<file path="config.mk">
export PLATFORM = sky130hd
export DESIGN_NAME = mux_arb_nto1
export DESIGN_NICKNAME = d
export VERILOG_FILES = /design/src/rtl/mux_arb_nto1.sv
export SDC_FILE = /design/constraint.sdc
export NUM_CORES = 1
export LEC_CHECK = 0
export BUFFER_PORTS_ARGS = -buffer_cell sky130_fd_sc_hd__buf_2
export CAP_MARGIN = 20
export CORE_AREA = 2 2 121 123
export CTS_CLUSTER_SIZE = 12
export DETAILED_ROUTE_END_ITERATION = 16
export DIE_AREA = 0 0 123 125
export PLACE_DENSITY = 0.7
export SLEW_MARGIN = 40
export SYNTH_ARGS = -nofsm -noshare
export SYNTH_HDL_FRONTEND = slang
export SYNTH_SLANG_ARGS = --single-unit
</file>
<file path="constraint.sdc">
create_clock -name clk -period 5.7 [get_ports clk]
set_clock_uncertainty 0.1 [all_clocks]
set_input_delay 1.14 -clock clk [delete_from_list [all_inputs] [get_ports clk]]
set_output_delay 1.14 -clock clk [all_outputs]
set_load 0.05 [all_outputs]
</file>
<file path="src/rtl/mux_arb_nto1.sv">
// N-to-1 registered selector: direct-select or round-robin grant, valid/ready on every input and the output.
// Optional feature: define MUX_ARB_XFER_CNT_EN to add the xfer_cnt output-handshake counter port.
module mux_arb_nto1 #(
  parameter  int WIDTH  = 32,
  parameter  int NUM_CH = 8,
  localparam int SEL_W  = $clog2(NUM_CH)
) (
  input  logic                    clk,
  input  logic                    rst_n,
  input  logic [NUM_CH*WIDTH-1:0] in_data,
  input  logic [NUM_CH-1:0]       in_valid,
  output logic [NUM_CH-1:0]       in_ready,
  input  logic                    mode,
  input  logic [SEL_W-1:0]        sel,
  output logic [WIDTH-1:0]        out_data,
  output logic [SEL_W-1:0]        out_ch,
  output logic                    out_valid,
  input  logic                    out_ready
`ifdef MUX_ARB_XFER_CNT_EN
  ,
  output logic [31:0]             xfer_cnt
`endif
);

  typedef enum logic {
    MODE_DIRECT = 1'b0,
    MODE_RR     = 1'b1
  } mode_e;

  mode_e            mode_s;
  logic [WIDTH-1:0] out_data_q, out_data_d;
  logic [SEL_W-1:0] out_ch_q, out_ch_d;
  logic             out_valid_q, out_valid_d;
  logic [SEL_W-1:0] last_grant_q, last_grant_d;

  logic             load_en;
  logic             grant_vld;
  logic [SEL_W-1:0] grant_idx;
  int               rr_idx;

  assign mode_s = mode_e'(mode);

  // Grant decision. rst_n gates load_en so no channel is ever offered in_ready while in reset.
  always_comb begin
    // NOTE: every always_comb output gets a default first, otherwise a missed branch infers a latch.
    load_en   = rst_n && (!out_valid_q || out_ready);
    grant_vld = 1'b0;
    grant_idx = '0;
    rr_idx    = 0;
    if (load_en) begin
      if (mode_s == MODE_DIRECT) begin
        if ((int'(sel) < NUM_CH) && in_valid[sel]) begin
          grant_vld = 1'b1;
          grant_idx = sel;
        end
      end else begin
        for (int k = 1; k <= NUM_CH; k++) begin
          rr_idx = (int'(last_grant_q) + k) % NUM_CH;
          if (!grant_vld && in_valid[rr_idx]) begin
            grant_vld = 1'b1;
            grant_idx = SEL_W'(rr_idx);
          end
        end
      end
    end
  end

  always_comb begin
    in_ready = '0;
    if (grant_vld) in_ready[grant_idx] = 1'b1;
  end

  // A grant is only ever issued to a requesting channel, so grant_vld is the transfer strobe.
  always_comb begin
    out_data_d   = out_data_q;
    out_ch_d     = out_ch_q;
    out_valid_d  = out_valid_q;
    last_grant_d = last_grant_q;
    if (load_en) begin
      out_valid_d = grant_vld;
      if (grant_vld) begin
        out_data_d   = in_data[int'(grant_idx)*WIDTH +: WIDTH];
        out_ch_d     = grant_idx;
        last_grant_d = grant_idx;
      end
    end
  end

  always_ff @(posedge clk or negedge rst_n) begin
    if (!rst_n) begin
      out_data_q   <= '0;
      out_ch_q     <= '0;
      out_valid_q  <= 1'b0;
      last_grant_q <= SEL_W'(NUM_CH - 1);
    end else begin
      // NOTE: state registers use non-blocking assignment so every flop samples pre-edge values.
      out_data_q   <= out_data_d;
      out_ch_q     <= out_ch_d;
      out_valid_q  <= out_valid_d;
      last_grant_q <= last_grant_d;
    end
  end

  assign out_data  = out_data_q;
  assign out_ch    = out_ch_q;
  assign out_valid = out_valid_q;

`ifdef MUX_ARB_XFER_CNT_EN
  logic [31:0] xfer_cnt_q;

  always_ff @(posedge clk or negedge rst_n) begin
    if (!rst_n) begin
      xfer_cnt_q <= '0;
    end else if (out_valid_q && out_ready) begin
      xfer_cnt_q <= xfer_cnt_q + 32'd1;
    end
  end

  assign xfer_cnt = xfer_cnt_q;
`endif

endmodule

</file>
== After elaboration in Yosys (flattened, before gate mapping) ==
Index checks and enable logic that the tools add are counted.
Word-level totals
  bits in registers: 39
  input port bits: 271
  output and inout bits: 44
  logic and storage cells: 124
Cells by class
  add/subtract/negate cells: 8
  order comparisons: 11
  shift-type cells: 1
  multiplexer cells: 65
  bitwise gates (word level): 8
  reduce and logical (&&, ||, !) cells: 27
Operators with widths (count)
  256-bit by 9-bit indexed part select with 32-bit output: 1
  1-bit two-way mux: 43
  4-bit by 5-bit less-than comparator with 1-bit output, second input constant: 8
  3-bit two-way mux: 11
  1-bit binary-select mux with 3-bit select: 9
  3-bit OR reduction: 8
  3-bit adder, second input constant: 4
  1-bit logical AND: 9
  1-bit bitwise AND, first input constant: 8
  1-bit logical NOT: 8
  3-bit by 4-bit less-than comparator with 1-bit output, second input constant: 2
  8-bit two-way mux: 1
  3-bit by 1-bit adder with 3-bit output, second input constant: 2
  3-bit by 2-bit adder with 3-bit output, second input constant: 2
  1-bit demux with 3-bit select: 1
  3-bit by 1-bit greater-or-equal comparator with 1-bit output, second input constant: 1
  2-bit AND reduction: 1
  1-bit logical OR: 1

== Logic depth before layout (Yosys ltp) ==
Gate-level depths: netlist (run 1).
  depth in word-level cells: 49
  gate-level depth with buffers: 15

== Least setup slack after synthesis (run 1) ==
No wires, ideal clock.
  path type: reg-to-output
  start point: reg last_grant_q[1]
  end point: out in_ready[7]
  data arrival time: 4131 ps
  required time: 4460 ps
  slack: 329 ps
  cell stages (with the launch flop): 15
  path buffers: 4
  cells stage by stage: dfstp_2 -> buf_2 -> buf_4 -> inv_1 -> ha_1 -> buf_1 -> mux4_2 -> nand3b_1 -> o2111ai_1 -> a221oi_1 -> a211oi_1 -> o2bb2ai_2 -> nand3_1 -> clkbuf_1 -> nor2_1
Between the ends
  cells in the longest elaborated chain, start to end: 47
RTL lines
  from (decl): line 34  | logic [SEL_W-1:0] last_grant_q, last_grant_d;
  from (signal assigned): line 94  | last_grant_q <= SEL_W'(NUM_CH - 1);
  from (signal assigned): line 100  | last_grant_q <= last_grant_d;
  3-bit by 1-bit adder with 3-bit output: line 58  | rr_idx = (int'(last_grant_q) + k) % NUM_CH;
  1-bit binary-select mux with 3-bit select: line 59  | if (!grant_vld && in_valid[rr_idx]) begin
  1-bit two-way mux (implied by the code) (2 in series): line 59
  1-bit two-way mux: line 59
  1-bit two-way mux: line 51  | if (mode_s == MODE_DIRECT) begin
  1-bit two-way mux: line 50  | if (load_en) begin
  1-bit logical NOT: line 59
  1-bit logical AND: line 59
  (+30 left out)
  3-bit two-way mux: line 59
  3-bit two-way mux: line 51
  3-bit two-way mux: line 50
  3-bit by 4-bit less-than comparator with 1-bit output (implied by the code) or 3-bit by 1-bit greater-or-equal comparator with 1-bit output (tied branches): line 70  | if (grant_vld) in_ready[grant_idx] = 1'b1;
  1-bit logical AND (implied by the code): line 70
  1-bit two-way mux (implied by the code): line 70
  1-bit demux with 3-bit select: line 70
  8-bit two-way mux (*): line 70
  to (decl): line 12  | output logic [NUM_CH-1:0] in_ready,
Every way passes the cells marked *; elsewhere a longest branch is shown, timed or not. The select of a mux whose other input is x is not followed.

== Worst setup path after layout (run 1) ==
  start point: reg last_grant_q[0]
  end point: out in_ready[6]
The elaborated chain is that of the path after synthesis.

==> impl_metrics.toml, run 1 <==
[outcome]
status = "finished, final reports clean"

[critical_path]
start_kind = "register"
rr_worst_depth = 13
required_ns = 4.46
reg2reg_from = "last_grant_q[0]"
crit_arrival_ns = 4.02
critical_path_class = "reg -> out"
endpoint_kind = "output pin"
crit_path_max_fanout = 10
ff2ff_setup_slack_ns = 1.20
r2r-end = "out_data[10]"

[synthesis]
postSynthCellCount = 590
synth_edf_count = 0
yosysSeqAreaShare_pct = 18.8
yosys-top-cells-count = "109 x mux2i_1, 84 x o211ai_1, 44 x clkbuf_1, 39 x nor2_1, 36 x dfrtp_1"
synth_nets = 863
synth_top_area_share_pct = 21.0
synth_area_leader_cell = "mux2i_1"
yosys_warnings = 0
synth_seq_cells = 39
synthFlopType = "dfrtp_1"
syn_avg_cell_area_um2 = 8.81
netlist_area_mm2 = 0.00520
synth.distinct_cells = 56
synth.area.top_cells = "mux2i_1 21%, dfrtp_1 17%, o211ai_1 12%"
yosysMostFrequentCell = "mux2i_1"
synthArstFlopShare_pct = 100

[route]
dr.pass1.iters = 6
wl_um = 21700
drc = 0
via_count = 6305
ant_nets = 0
drt_iter0_markers = 312
avgRoutedWirePerCell_um = 20.5
viasPerCell = 5.94

[placement]
postPlaceCellArea_mm2 = 0.00704
post-place-ws_ns = 0.467
gp_congestion = 0.934
hpwlAfterDp_um = 17200
io_buffers = 314
dp.cells = 1053

[finish]
layoutNonFillerInstCount = 1061
design_area_mm2 = 0.00720
nets = 1149
multi_input_area_mm2 = 0.00392
final_core_util_pct = 50.7
fill_cells = 1377
area_growth_syn_to_layout_pct = 38.5
drive_gt1_share_pct = 45.4
ff_latch_area_um2 = 980

[floorplanning]
die_h_um = 125
coreArea_mm2 = 0.0142
die_area_mm2 = 0.0154
io_pins = 315
initial_core_util_pct = 36.6
die_w_um = 123
num_rows = 44

[cts]
htree_levels = 2
cts_buffers = 5
tritoncts = "built"
cts_root_buffer = "clkbuf_16"
cts_hold_repair.buffers = 0
cts_buffer_depth = 2
ctsResizeCount = 0
clock_latency_ns = 0.29
clk_pin_slew_ns = 0.06
post_cts_buffers = 0
cts.sinks = 39

[grt]
grt_pass1_vias = 6011
busiest_layer = "met2"
grt_start_max_net_pins = 47
use_met3_pct = 4.06
antenna_found_initial = 1
met1_usage_pct = 35.6
grt_use_total_pct = 27.0
grt.met2_usage_pct = 44.9
overflow = 0
grt_pass1_wl_um = 32500

[timing]
fin_crit_ns = 5.26
slew_headroom_pct = 43.3
fin_crit_sh_pct = 92.3
finalMaxSlewViolations = 0
setup_viol_count_final = 0
timing.hold.ws_ns = 0.383
worst_slack_ns = 0.441
worstMarginPinSlew_ns = 0.847
fmax_ghz = 0.190
hold_violations = 0
tns_ns = 0
rsz0062_at_grt = "no"

[hold_path]
min_from = "out_ch[0]"
min_to = "out_ch[0]"
hold_depth = 1
hold_path.class = "reg -> reg"

[power_and_ir_drop]
peakVddDrop_mv = 0.203
leakage_nw = 3.66
p_per_area_mw_per_mm2 = 529
p_total_mw = 3.81

[run]
maxCapViolCount = 0
-- registers in the layout, summed over array words and instances, names as in the netlist --
name,cells
out_data,32
last_grant_q,3
out_ch,3
out_valid,1
-- cell families (layout without fill, tap and decap cells) --
logic type               after synthesis  count (layout)  share of synthesized area (%)
multiplexers                         136             136                           29.7
flip-flops                            39              39                           18.8
other                                  0               1                              0
XOR/XNOR                               5               5                          0.843
adder cells (fa/ha/maj)                2               2                          0.481
AO/OA/AOI/OAI                        255             255                           36.2
AND/OR/NAND/NOR                       78              78                           7.32
buffers and inverters                 75             361                           6.69
-- power breakdown --
part           internal [mW]  leakage, nW  switching [mW]
sequential             0.420        0.443          0.0889
combinational           1.04         3.14            1.94
clock                  0.205       0.0769           0.117
-- worst max-delay path, cell delays in order, from the launching register on --
cell and delay [ns]:
dfstp_2 0.53, inv_1 0.11, ha_1 0.40, buf_4 0.21, inv_1 0.16, mux4_2 0.63, nand2b_4 0.20, a2111oi_4 0.37
o21a_2 0.33, nor2_1 0.11, o21ai_0 0.21, buf_4 0.19, nor2_1 0.06, buf_2 0.23
-- worst max path at each step --
stage / start / endpoint / slack, ns / cells past startpoint
floorplan: last_grant_q[1] / in_ready[7] / 0.33 / 14
global placement: in_valid[0] / in_ready[6] / 0.54 / 11
detailed placement: in_valid[6] / in_ready[6] / 0.47 / 10
CTS: last_grant_q[0] / in_ready[6] / 0.40 / 13
global route: last_grant_q[0] / in_ready[6] / 0.13 / 13
finish: last_grant_q[0] / in_ready[6] / 0.44 / 13
-- placed cells by master, fill, tap and decap left out, types with 13 or more instances in the layout --
cell type | netlist | routed
a22oi_1 | 20 | 20
buf_4 | 7 | 25
o211ai_1 | 84 | 84
mux4_2 | 13 | 13
a211oi_1 | 23 | 23
mux2i_1 | 109 | 109
a31oi_1 | 22 | 21
dfrtp_1 | 36 | 36
o22a_1 | 20 | 20
nor2_1 | 39 | 38
buf_2 | 8 | 315
o21ai_0 | 30 | 28
-- layer usage --
metal / share of wire [%] / wire length [µm] / vias to the layer above
met2: 48 / 10300 / 330
met1: 41 / 8990 / 2976
met5: 0 / 0 / -
met4: 2.9 / 629 / 0
li1: - / - / 2960
met3: 8.0 / 1730 / 39
-- final cells by class --
type	count	share of cell area (%)
diodes	1	0.0348
clock buffers	6	1.79
clock inverters	1	0.417
inverters	9	0.469
multi-input cells	476	54.4
flip-flops and latches	39	13.6
well taps	184	3.20
repair buffers	345	26.0
Power figures use the tool's default switching activity.
==> run 2, diff against run 1 <==
RECOVER_POWER = 100   (was unset)
==> run 2 against run 1 <==
The flow now finishes with violations (max-capacitance violations, max-slew violations). Global-route usage is the same. Flip-flop and latch count is the same. Non-clock buffer count is the same. Sequential share of layout area grew 0.12 points. First-iteration DRC count shrank 2.6%. Critical endpoint is now in_ready[5]. Final cell count is essentially flat. Largest cell class unchanged. Critical path type unchanged. Highest routed layer unchanged. Combinational power shrank 1%. Register-to-register slack lost 0.71 ns.
==> impl_metrics.toml, run 2 (same netlist as run 1, synthesis figures left out) <==
[outcome]
status = "finished, violations left"
violations = "max-capacitance violations, max-slew violations"

[finish]
final_core_util_pct = 50.2
nets = 1149
fill_cells = 1408
multi_input_area_mm2 = 0.00392
n_antenna_cell = 0
area_growth_syn_to_layout_pct = 37.3
final_common_cell = "buf_2"
mostFrequentLayoutCells = "270 x buf_2, 109 x mux2i_1, 84 x o211ai_1"
largest_register_ffs = 32
ff_latch_area_um2 = 980
drive_gt1_share_pct = 40.5

[grt]
antenna_found_initial = 0
grt_use_total_pct = 27.0
grt_pass1_vias = 6011
grt_pass1_wl_um = 32500
grt_start_max_net_pins = 47
overflow = 0

[timing]
slew_headroom_pct = -52.0
fin_crit_sh_pct = 94.2
setup_viol_count_final = 0
hold_violations = 0
tns_ns = 0
rsz0062_at_grt = "no"
fin_crit_ns = 5.37
finalMaxSlewViolations = 40
fmax_ghz = 0.186
worstMarginPinSlew_ns = 2.28

[cts]
post_cts_buffers = 0
cts_root_buffer = "clkbuf_16"
clock_latency_ns = 0.28
cts_buffer_depth = 2
cts_hold_repair.buffers = 0
tritoncts = "built"
cts.sinks = 39
clk_pin_slew_ns = 0.06
htree_levels = 2
ctsResizeCount = 0
cts_buffers = 5

[power_and_ir_drop]
seqPwrFrac_pct = 13.6
p_switching_mw = 2.15
peakVddDrop_mv = 0.203
clockPowerShare_pct = 8.5
pwr-share-comb_pct = 77.9
p_sw_share_pct = 56.9
p_per_area_mw_per_mm2 = 529
internal_power_mw = 1.63
leakage_nw = 3.54

[critical_path]
start_kind = "register"
crit_path_max_fanout = 10
required_ns = 4.46
endpoint_kind = "output pin"
critical_path_class = "reg -> out"
crit_arrival_ns = 4.13

[floorplanning]
coreArea_mm2 = 0.0142
die_w_um = 123
initial_core_util_pct = 36.6
io_pins = 315
die_h_um = 125
num_rows = 44
die_area_mm2 = 0.0154

[run]
maxCapViolCount = 1

[route]
wl_um = 21700
drt_iter0_markers = 304
ant_nets = 0
drc = 0
via_count = 6259
dr.pass1.iters = 4
viasPerCell = 5.90
avgRoutedWirePerCell_um = 20.5

[hold_path]
hold_path.class = "reg -> reg"

[placement]
hpwlAfterDp_um = 17200
gp_congestion = 0.934
io_buffers = 314
run 2: cell count changes in the layout (fill, tap and decap cells not counted):
cell | before | now
buf_4 | 25 | 22
buf_2 | 315 | 270
clkbuf_2 | 0 | 5
clkbuf_1 | 1 | 44
diode_2 | 1 | 0
run 2: worst paths after layout:
check | from | to | slack, ns | depth (start not counted)
worst max-delay path | last_grant_q[0] | in_ready[5] | 0.33 | 11
worst min-delay path | out_ch[0] | out_ch[0] | 0.39 | 1
worst max register to register | last_grant_q[0] | out_data[0] | 0.49 | 13
worst min register to register | out_ch[0] | out_ch[0] | 0.39 | 1
max in group asynchronous | rst_n | out_valid | 2.56 | 2
min in group asynchronous | rst_n | out_data[7] | 1.65 | 2
run 2: area by class of cell:
class                      instances  area share, %
multi-input combinational        476           54.9
clock buffer                       6           1.81
timing repair buffer             345           25.4
clock inverter                     1          0.421
inverter                           9          0.473
tap                              184           3.23
sequential                        39           13.7
run 2: power by group through the flow:
| stage | sequential, mW | combinational [mW] | clock [mW] |
|---|---|---|---|
| floorplan | 0.936 | 1.74 | 0 |
| global placement | 0.506 | 2.94 | 0 |
| detailed placement | 0.513 | 2.96 | 0 |
| CTS | 0.509 | 2.97 | 0.330 |
| global route | 0.531 | 3.15 | 0.338 |
| finish | 0.514 | 2.94 | 0.321 |
run 2: through the flow:
stage	area [µm²]	power, mW	std cells	worst slack (ns)	hold WS, ns
floorplan	5200	2.67	590	0.329	0.491
global placement	6960	3.45	1048	0.541	0.365
detailed placement	7040	3.47	1053	0.467	0.374
CTS	7200	3.80	1060	0.403	0.388
global route	7140	4.02	1060	0.0934	0.410
finish	7140	3.78	1060	0.332	0.387
run 2: worst max-delay path, stage by stage, from the launching register on:
cell       delay [ns]
dfstp_2          0.53
inv_1            0.11
ha_1             0.40
buf_4            0.21
inv_1            0.15
mux4_2           0.63
nand2b_4         0.20
a2111oi_4        0.38
o21a_2           0.34
o21ai_4          0.20
nor2_1           0.18
clkbuf_1         0.51
run 2: per-layer routing:
metal  global-route usage, %  part of all wire (%)  vias up  wire length (µm)
met1                    35.6                    42     2955              9040
met4                    9.29                   3.2        0               689
met3                    4.06                   7.6       42              1650
met5                       0                     0        -                 0
li1                        -                     -     2958                 -
met2                    44.9                    48      304             10300
